$ cat config.mk
export PLATFORM = sky130hd
export DESIGN_NAME = axi4_lite_reg_bridge
export DESIGN_NICKNAME = d
export VERILOG_FILES = /design/src/rtl/axi4_lite_pkg.sv /design/src/rtl/axi4_lite_reg_bridge.sv
export SDC_FILE = /design/constraint.sdc
export NUM_CORES = 1
export LEC_CHECK = 0
export CORE_MARGIN = 3
export CORE_UTILIZATION = 33
export DETAILED_ROUTE_END_ITERATION = 8
export PLACE_DENSITY = 0.77
export SYNTH_ARGS = -nofsm -noshare
export SYNTH_HDL_FRONTEND = slang
export SYNTH_SLANG_ARGS = --single-unit
$ cat constraint.sdc
create_clock -name iCLK -period 1.6 [get_ports iCLK]
set_input_delay 0.16 -clock iCLK [delete_from_list [all_inputs] [get_ports iCLK]]
set_output_delay 0.16 -clock iCLK [all_outputs]
set_load 0.005 [all_outputs]
$ cat src/rtl/axi4_lite_pkg.sv
// Shared definitions for the AXI4-Lite register bridge: response codes,
// write/read FSM state encodings and the register address decode helper.
package axi4_lite_pkg;

    localparam logic [1:0] RESP_OKAY   = 2'b00;
    localparam logic [1:0] RESP_SLVERR = 2'b10;

    typedef enum logic [2:0] {
        W_IDLE   = 3'd0,
        W_GOT_AW = 3'd1,
        W_GOT_W  = 3'd2,
        W_EXEC   = 3'd3,
        W_RESP   = 3'd4
    } w_state_e;

    typedef enum logic [1:0] {
        R_IDLE = 2'd0,
        R_EXEC = 2'd1,
        R_WAIT = 2'd2,
        R_RESP = 2'd3
    } r_state_e;

    // An address hits the register window when it lies below the byte limit
    // (number of registers times four); the low two byte-lane bits never
    // affect which register is selected.
    function automatic logic addr_in_range(input logic [63:0] addr, input logic [63:0] limit);
        return (addr < limit);
    endfunction

endpackage

$ cat src/rtl/axi4_lite_reg_bridge.sv
// AXI4-Lite slave that turns write/read transactions into single-cycle
// native register strobes. Write and read channels run independently except
// that a native write always takes precedence over a native read strobe.
module axi4_lite_reg_bridge
    import axi4_lite_pkg::*;
#(
    parameter int ADDR_WIDTH = 32,
    parameter int DATA_WIDTH = 32,
    parameter int NUM_REGS   = 16
) (
    input  logic                        iCLK,
    input  logic                        iRST,
    input  logic                        s_AWVALID,
    output logic                        s_AWREADY,
    input  logic [ADDR_WIDTH-1:0]       s_AWADDR,
    input  logic [2:0]                  s_AWPROT,
    input  logic                        s_WVALID,
    output logic                        s_WREADY,
    input  logic [DATA_WIDTH-1:0]       s_WDATA,
    input  logic [DATA_WIDTH/8-1:0]     s_WSTRB,
    output logic                        s_BVALID,
    input  logic                        s_BREADY,
    output logic [1:0]                  s_BRESP,
    input  logic                        s_ARVALID,
    output logic                        s_ARREADY,
    input  logic [ADDR_WIDTH-1:0]       s_ARADDR,
    input  logic [2:0]                  s_ARPROT,
    output logic                        s_RVALID,
    input  logic                        s_RREADY,
    output logic [DATA_WIDTH-1:0]       s_RDATA,
    output logic [1:0]                  s_RRESP,
    output logic                        oREG_WE,
    output logic                        oREG_RE,
    output logic [$clog2(NUM_REGS)-1:0] oREG_IDX,
    output logic [DATA_WIDTH-1:0]       oREG_WDATA,
    output logic [DATA_WIDTH/8-1:0]     oREG_WSTRB,
    input  logic [DATA_WIDTH-1:0]       iREG_RDATA
);

    localparam int          IDX_W     = $clog2(NUM_REGS);
    localparam int          STRB_W    = DATA_WIDTH / 8;
    localparam logic [63:0] REG_LIMIT = 64'(NUM_REGS) * 64'd4;

    // Write channel state and latches
    w_state_e               r_wstate;
    logic                   r_awready;
    logic                   r_wready;
    logic                   r_bvalid;
    logic [1:0]             r_bresp;
    logic                   r_reg_we;
    logic [IDX_W-1:0]       r_widx;
    logic                   r_w_inrange;
    logic [DATA_WIDTH-1:0]  r_wdata;
    logic [STRB_W-1:0]      r_wstrb;

    // Read channel state and latches
    r_state_e               r_rstate;
    logic                   r_arready;
    logic                   r_rvalid;
    logic [1:0]             r_rresp;
    logic [DATA_WIDTH-1:0]  r_rdata;
    logic                   r_reg_re;
    logic [IDX_W-1:0]       r_ridx;
    logic                   r_r_inrange;

    logic                   w_aw_hs;
    logic                   w_w_hs;
    logic                   w_ar_hs;
    logic                   w_aw_inrange;
    logic                   w_ar_inrange;
    logic [IDX_W-1:0]       w_aw_idx;
    logic [IDX_W-1:0]       w_ar_idx;
    logic                   w_w_exec_nxt;
    logic                   w_unused_prot;

    assign w_aw_hs      = s_AWVALID & r_awready;
    assign w_w_hs       = s_WVALID & r_wready;
    assign w_ar_hs      = s_ARVALID & r_arready;
    assign w_aw_inrange = addr_in_range(64'(s_AWADDR), REG_LIMIT);
    assign w_ar_inrange = addr_in_range(64'(s_ARADDR), REG_LIMIT);
    assign w_aw_idx     = s_AWADDR[2 +: IDX_W];
    assign w_ar_idx     = s_ARADDR[2 +: IDX_W];
    assign w_unused_prot = ^{s_AWPROT, s_ARPROT};

    // The write FSM enters W_EXEC on the coming edge; the read side uses this
    // to hold back its native strobe so the two never overlap.
    assign w_w_exec_nxt = ((r_wstate == W_IDLE)   && w_aw_hs && w_w_hs) ||
                          ((r_wstate == W_GOT_AW) && w_w_hs) ||
                          ((r_wstate == W_GOT_W)  && w_aw_hs);

    // Write FSM: collect AW and W in any order, strobe the register once, respond.
    always_ff @(posedge iCLK) begin
        if (!iRST) begin
            r_wstate    <= W_IDLE;
            r_awready   <= 1'b0;
            r_wready    <= 1'b0;
            r_bvalid    <= 1'b0;
            r_bresp     <= RESP_OKAY;
            r_reg_we    <= 1'b0;
            r_widx      <= {IDX_W{1'b0}};
            r_w_inrange <= 1'b0;
            r_wdata     <= {DATA_WIDTH{1'b0}};
            r_wstrb     <= {STRB_W{1'b0}};
        end else begin
            case (r_wstate)
                W_IDLE: begin
                    if (w_aw_hs && w_w_hs) begin
                        r_widx      <= w_aw_idx;
                        r_w_inrange <= w_aw_inrange;
                        r_wdata     <= s_WDATA;
                        r_wstrb     <= s_WSTRB;
                        r_awready   <= 1'b0;
                        r_wready    <= 1'b0;
                        r_reg_we    <= w_aw_inrange;
                        r_wstate    <= W_EXEC;
                    end else if (w_aw_hs) begin
                        r_widx      <= w_aw_idx;
                        r_w_inrange <= w_aw_inrange;
                        r_awready   <= 1'b0;
                        r_wready    <= 1'b1;
                        r_wstate    <= W_GOT_AW;
                    end else if (w_w_hs) begin
                        r_wdata     <= s_WDATA;
                        r_wstrb     <= s_WSTRB;
                        r_awready   <= 1'b1;
                        r_wready    <= 1'b0;
                        r_wstate    <= W_GOT_W;
                    end else begin
                        // Readies come up here on the first cycle after reset.
                        r_awready   <= 1'b1;
                        r_wready    <= 1'b1;
                    end
                end
                W_GOT_AW: begin
                    if (w_w_hs) begin
                        r_wdata  <= s_WDATA;
                        r_wstrb  <= s_WSTRB;
                        r_wready <= 1'b0;
                        r_reg_we <= r_w_inrange;
                        r_wstate <= W_EXEC;
                    end
                end
                W_GOT_W: begin
                    if (w_aw_hs) begin
                        r_widx      <= w_aw_idx;
                        r_w_inrange <= w_aw_inrange;
                        r_awready   <= 1'b0;
                        r_reg_we    <= w_aw_inrange;
                        r_wstate    <= W_EXEC;
                    end
                end
                W_EXEC: begin
                    r_reg_we <= 1'b0;
                    r_bvalid <= 1'b1;
                    r_bresp  <= r_w_inrange ? RESP_OKAY : RESP_SLVERR;
                    r_wstate <= W_RESP;
                end
                W_RESP: begin
                    if (s_BREADY) begin
                        r_bvalid  <= 1'b0;
                        r_awready <= 1'b1;
                        r_wready  <= 1'b1;
                        r_wstate  <= W_IDLE;
                    end
                end
                default: begin
                    r_awready <= 1'b0;
                    r_wready  <= 1'b0;
                    r_bvalid  <= 1'b0;
                    r_reg_we  <= 1'b0;
                    r_wstate  <= W_IDLE;
                end
            endcase
        end
    end

    // Read FSM: accept AR, strobe the register (yielding to a native write),
    // capture the returned data one cycle later, then hold RVALID.
    always_ff @(posedge iCLK) begin
        if (!iRST) begin
            r_rstate    <= R_IDLE;
            r_arready   <= 1'b0;
            r_rvalid    <= 1'b0;
            r_rresp     <= RESP_OKAY;
            r_rdata     <= {DATA_WIDTH{1'b0}};
            r_reg_re    <= 1'b0;
            r_ridx      <= {IDX_W{1'b0}};
            r_r_inrange <= 1'b0;
        end else begin
            case (r_rstate)
                R_IDLE: begin
                    if (w_ar_hs) begin
                        r_ridx      <= w_ar_idx;
                        r_r_inrange <= w_ar_inrange;
                        r_arready   <= 1'b0;
                        r_reg_re    <= w_ar_inrange & ~w_w_exec_nxt;
                        r_rstate    <= R_EXEC;
                    end else begin
                        r_arready   <= 1'b1;
                    end
                end
                R_EXEC: begin
                    if (r_wstate == W_EXEC) begin
                        // Write owns this cycle; W_EXEC lasts one cycle, so strobe next.
                        r_reg_re <= r_r_inrange;
                    end else begin
                        r_reg_re <= 1'b0;
                        r_rstate <= R_WAIT;
                    end
                end
                R_WAIT: begin
                    r_rdata  <= r_r_inrange ? iREG_RDATA : {DATA_WIDTH{1'b0}};
                    r_rresp  <= r_r_inrange ? RESP_OKAY : RESP_SLVERR;
                    r_rvalid <= 1'b1;
                    r_rstate <= R_RESP;
                end
                R_RESP: begin
                    if (s_RREADY) begin
                        r_rvalid  <= 1'b0;
                        r_arready <= 1'b1;
                        r_rstate  <= R_IDLE;
                    end
                end
                default: begin
                    r_arready <= 1'b0;
                    r_rvalid  <= 1'b0;
                    r_reg_re  <= 1'b0;
                    r_rstate  <= R_IDLE;
                end
            endcase
        end
    end

    assign s_AWREADY  = r_awready;
    assign s_WREADY   = r_wready;
    assign s_BVALID   = r_bvalid;
    assign s_BRESP    = r_bresp;
    assign s_ARREADY  = r_arready;
    assign s_RVALID   = r_rvalid;
    assign s_RDATA    = r_rdata;
    assign s_RRESP    = r_rresp;
    assign oREG_WE    = r_reg_we;
    assign oREG_RE    = r_reg_re;
    assign oREG_IDX   = r_reg_we ? r_widx : r_ridx;
    assign oREG_WDATA = r_wdata;
    assign oREG_WSTRB = r_wstrb;

endmodule
==> summary.md <==
| Metric | Value |
|---|---|
| Ys flop type | `dfxtp_1` |
| H-tree depth | `3` |
| LEAKAGE | `between 0.002 and 0.0025 uW` |
| Clock transition at path regs | `90 ps` |
| # IOs | `228` |
| Vias in the first global route | `3984` |
| Slowest stage cell, crit path | `dfxtp_4` |
| Footprint of the multi-input gates | `1720 um^2` |
| Ranking of synthesized cells by area | `dfxtp_1 50%, a21oi_1 11%, nand2_1 8.8%` |
| Most frequent cells in the layout | `211 x clkdlybuf4s50_1, 89 x dfxtp_1, 86 x nand2_1, 80 x a21oi_1, 59 x nor2_1` |
| Post-route clock skew | `6.84 ps` |
| Drt first pass iters | `4` |
| Clock tree root buffer cell | `clkbuf_8` |
| Critical Path Stages | `3` |
| WP buf/inv | `2` |
| Mean Syn Cell Area | `slightly above 8 um^2` |
| Layout cells sized above 1 | `roughly 7.7%` |
| Vert. Die Dim | `between 100 and 150 um` |
| DR DRC count | `0` |
| Hold Vio Cnt, Final | `0` |
| Most common cell after layout, fill and taps aside | `clkdlybuf4s50_1` |
| CTS max path bufs | `2` |
| Hold_ws | `356 ps` |
| RSZ-0062 raised after global routing | `false` |
| Clock Latency Late Sink | `~350 ps` |
| Tmin final | `roughly 1500 ps` |
| Yosys cell types | `44` |
| Placer congestion estimate | `approximately 0.84` |
| Mapped cell area | `about 3700 um^2` |
| Switch Pwr | `1530 uW` |
| Crit-path max FO | `4` |
| Drt initial violations | `243` |
| Status | `finished, final reports clean` |
| Register-to-Register Path Depth | `5` |
| Wire per inst | `between 10 and 15 um` |
| Sw Ratio | `a little over a quarter` |
| Async SR Flop Fraction | `0%` |
| Cell Int Power | `4030 uW` |
| Max_cap viols | `0` |
| Worst hold path class | `primary input to flip-flop` |
| WL final | `11.8 mm` |
| Kind of end point of the critical path | `output pin` |
| N_diodes | `0` |
| Starting Density | `34.8%` |
| Final max-slew violation count | `0` |
| Die W | `111 um` |
| Total track usage | `18.5%` |
| Port Buffers | `~220` |
| Fmax | `0.651 GHz` |
| Vias per inst | `approximately 4.9` |
| Largest area contributor in the synthesized netlist | `dfxtp_1` |
| Post-route ant nets | `0` |
| Cells after synthesis | `450` |
| Sequential fraction of design power | `45.9%` |
| Num CTS Buffers | `9` |
| Fin util | `59.5%` |
| Final net count | `819` |
| Seq/Total Area, Yosys | `50.2%` |
| Clock power frac | `26.2%` |
| CP cell instances | `buf_4, mux2_2, clkdlybuf4s15_1` |
| Synth warnings | `0` |
| Fill count | `926` |
| WP data required | `1440 ps` |
| Worst vdd ir | `0.000650 V` |
| Post-DP HPWL | `around 9 mm` |
| Pin count of the biggest net entering global routing | `38` |
| Global-route wire length before repair | `between 15 and 20 mm` |
| Sink Count | `slightly above 90` |
| Final period utilization | `a little over nine tenths` |
| Antenna violations before repair | `0` |
| Crit-path max cell delay | `370 ps` |
| Endpoints failing setup | `0` |
| Synth top area share | `50.2%` |
| Remaining Overflow, GRT | `0` |
| Area of the die | `12400 um^2` |
| Power density over the cells | `slightly below 900 nW/um^2` |
| CP Data Arrival Time | `1380 ps` |
| CP Launch Type | `flip-flop` |
| EDFF count, synth | `0` |
| CTS tree | `yes` |
| CP top delay family | `flip-flops` |
| Area grow syn2layout | `71.1%` |
| Hold buffers post-CTS | `0` |
| Comb power frac | `27.9%` |
| Hold Path Stages | `3` |
| Register area | `1850 um^2` |
| CP Class | `flip-flop to output pin` |
| Floorplan core area | `10600 um^2` |
| Register bit total from synthesis | `92` |
| Rows | `37` |
| Vias | `3924` |
-- layout make-up --
class,count,area share (%)
clock inverters,3,0.638
inverters,4,0.239
multi-input cells,326,27.4
well taps,136,2.71
flip-flops and latches,92,29.4
repair buffers,237,37.5
clock buffers,11,2.09
-- stage by stage --
step           setup slack, ps  setup TNS (ps)  std cells  cell area [um^2]  total power, uW
5_1_grt                   2.34               0        809              6280             5880
3_3_place_gp              -138            -263        792              6050             4020
3_5_place_dp              -152            -258        792              6050             4060
4_1_cts                   7.96               0        809              6250             5540
6_report                  63.8               0        809              6280             5560
2_1_floorplan             51.3               0        451              3670             3230
-- Yosys cell counts, types with 2 or more instances --
master and n:
a211oi_1 2, a21oi_1 80, a31oi_1 2, buf_1 3
buf_2 11, buf_4 2, clkbuf_1 13, dfxtp_1 92
ha_1 4, inv_1 3, mux2_2 4, mux2i_1 5
nand2_1 86, nand2b_1 3, nand3_1 2, nand4_1 2
nor2_1 59, nor2b_1 36, nor3_1 2, nor4_1 12
o21a_1 2, o21ai_0 3
-- state kept, by name, indices dropped and copies added (netlist names), named ones only --
name,count
r_ridx,4
s_BVALID,1
s_WREADY,1
s_AWREADY,1
oREG_RE,1
s_RDATA,32
r_w_inrange,1
s_RRESP,1
r_rstate,2
oREG_WSTRB,4
s_ARREADY,1
oREG_WE,1
r_r_inrange,1
oREG_WDATA,32
s_RVALID,1
r_wstate,3
s_BRESP,1
-- per-layer routing --
metal  track usage, %  vias to the layer above  share of wire, %
li1                 -                     1936                 -
met1             20.8                     1796                40
met2             31.9                      167                49
met3             7.28                       25               8.7
met4             6.81                        0               2.4
met5                0                        -                 0
-- repair_timing --
action / CTS / global route
gates resized for setup: 10 / 6
setup buffers: 3 / 0
setup endpoints to repair: 5 / 5
pin swaps: 0 / 0
-- path summary, 6_finish.rpt --
check	to	startpoint	slack, ps
max reg2reg	r_r_inrange$_SDFFE_PN0P_	r_rstate[0]$_SDFFE_PN0P_	100
max	oREG_IDX[3]	oREG_WE$_SDFFE_PN0P_	60
min	oREG_WDATA[5]$_SDFFE_PN0P_	s_WDATA[5]	360
min reg2reg	oREG_WDATA[26]$_SDFFE_PN0P_	oREG_WDATA[26]$_SDFFE_PN0P_	460
-- kinds of logic after synthesis --
| group | share of synthesized area [%] |
|---|---|
| buf+inv | 3.95 |
| simple gates | 26.5 |
| mux | 2.59 |
| other cells | 0.102 |
| flops | 50.2 |
| fa+ha+maj | 1.36 |
| compound gates | 15.3 |
-- power by group through the flow --
stage                     combinational, uW  sequential, uW  clock [uW]
final                                  1550            2550        1460
after global routing                   1700            2580        1610
after CTS                              1480            2540        1510
after detailed placement               1460            2600           0
after global placement                 1430            2590           0
after floorplan                         640            2590           0
-- worst min-delay path, cell delays in order --
cell	delay, ps
clkdlybuf4s50_1	400
nand2_1	60
a21oi_1	50
(Power assumes the default switching activity.)
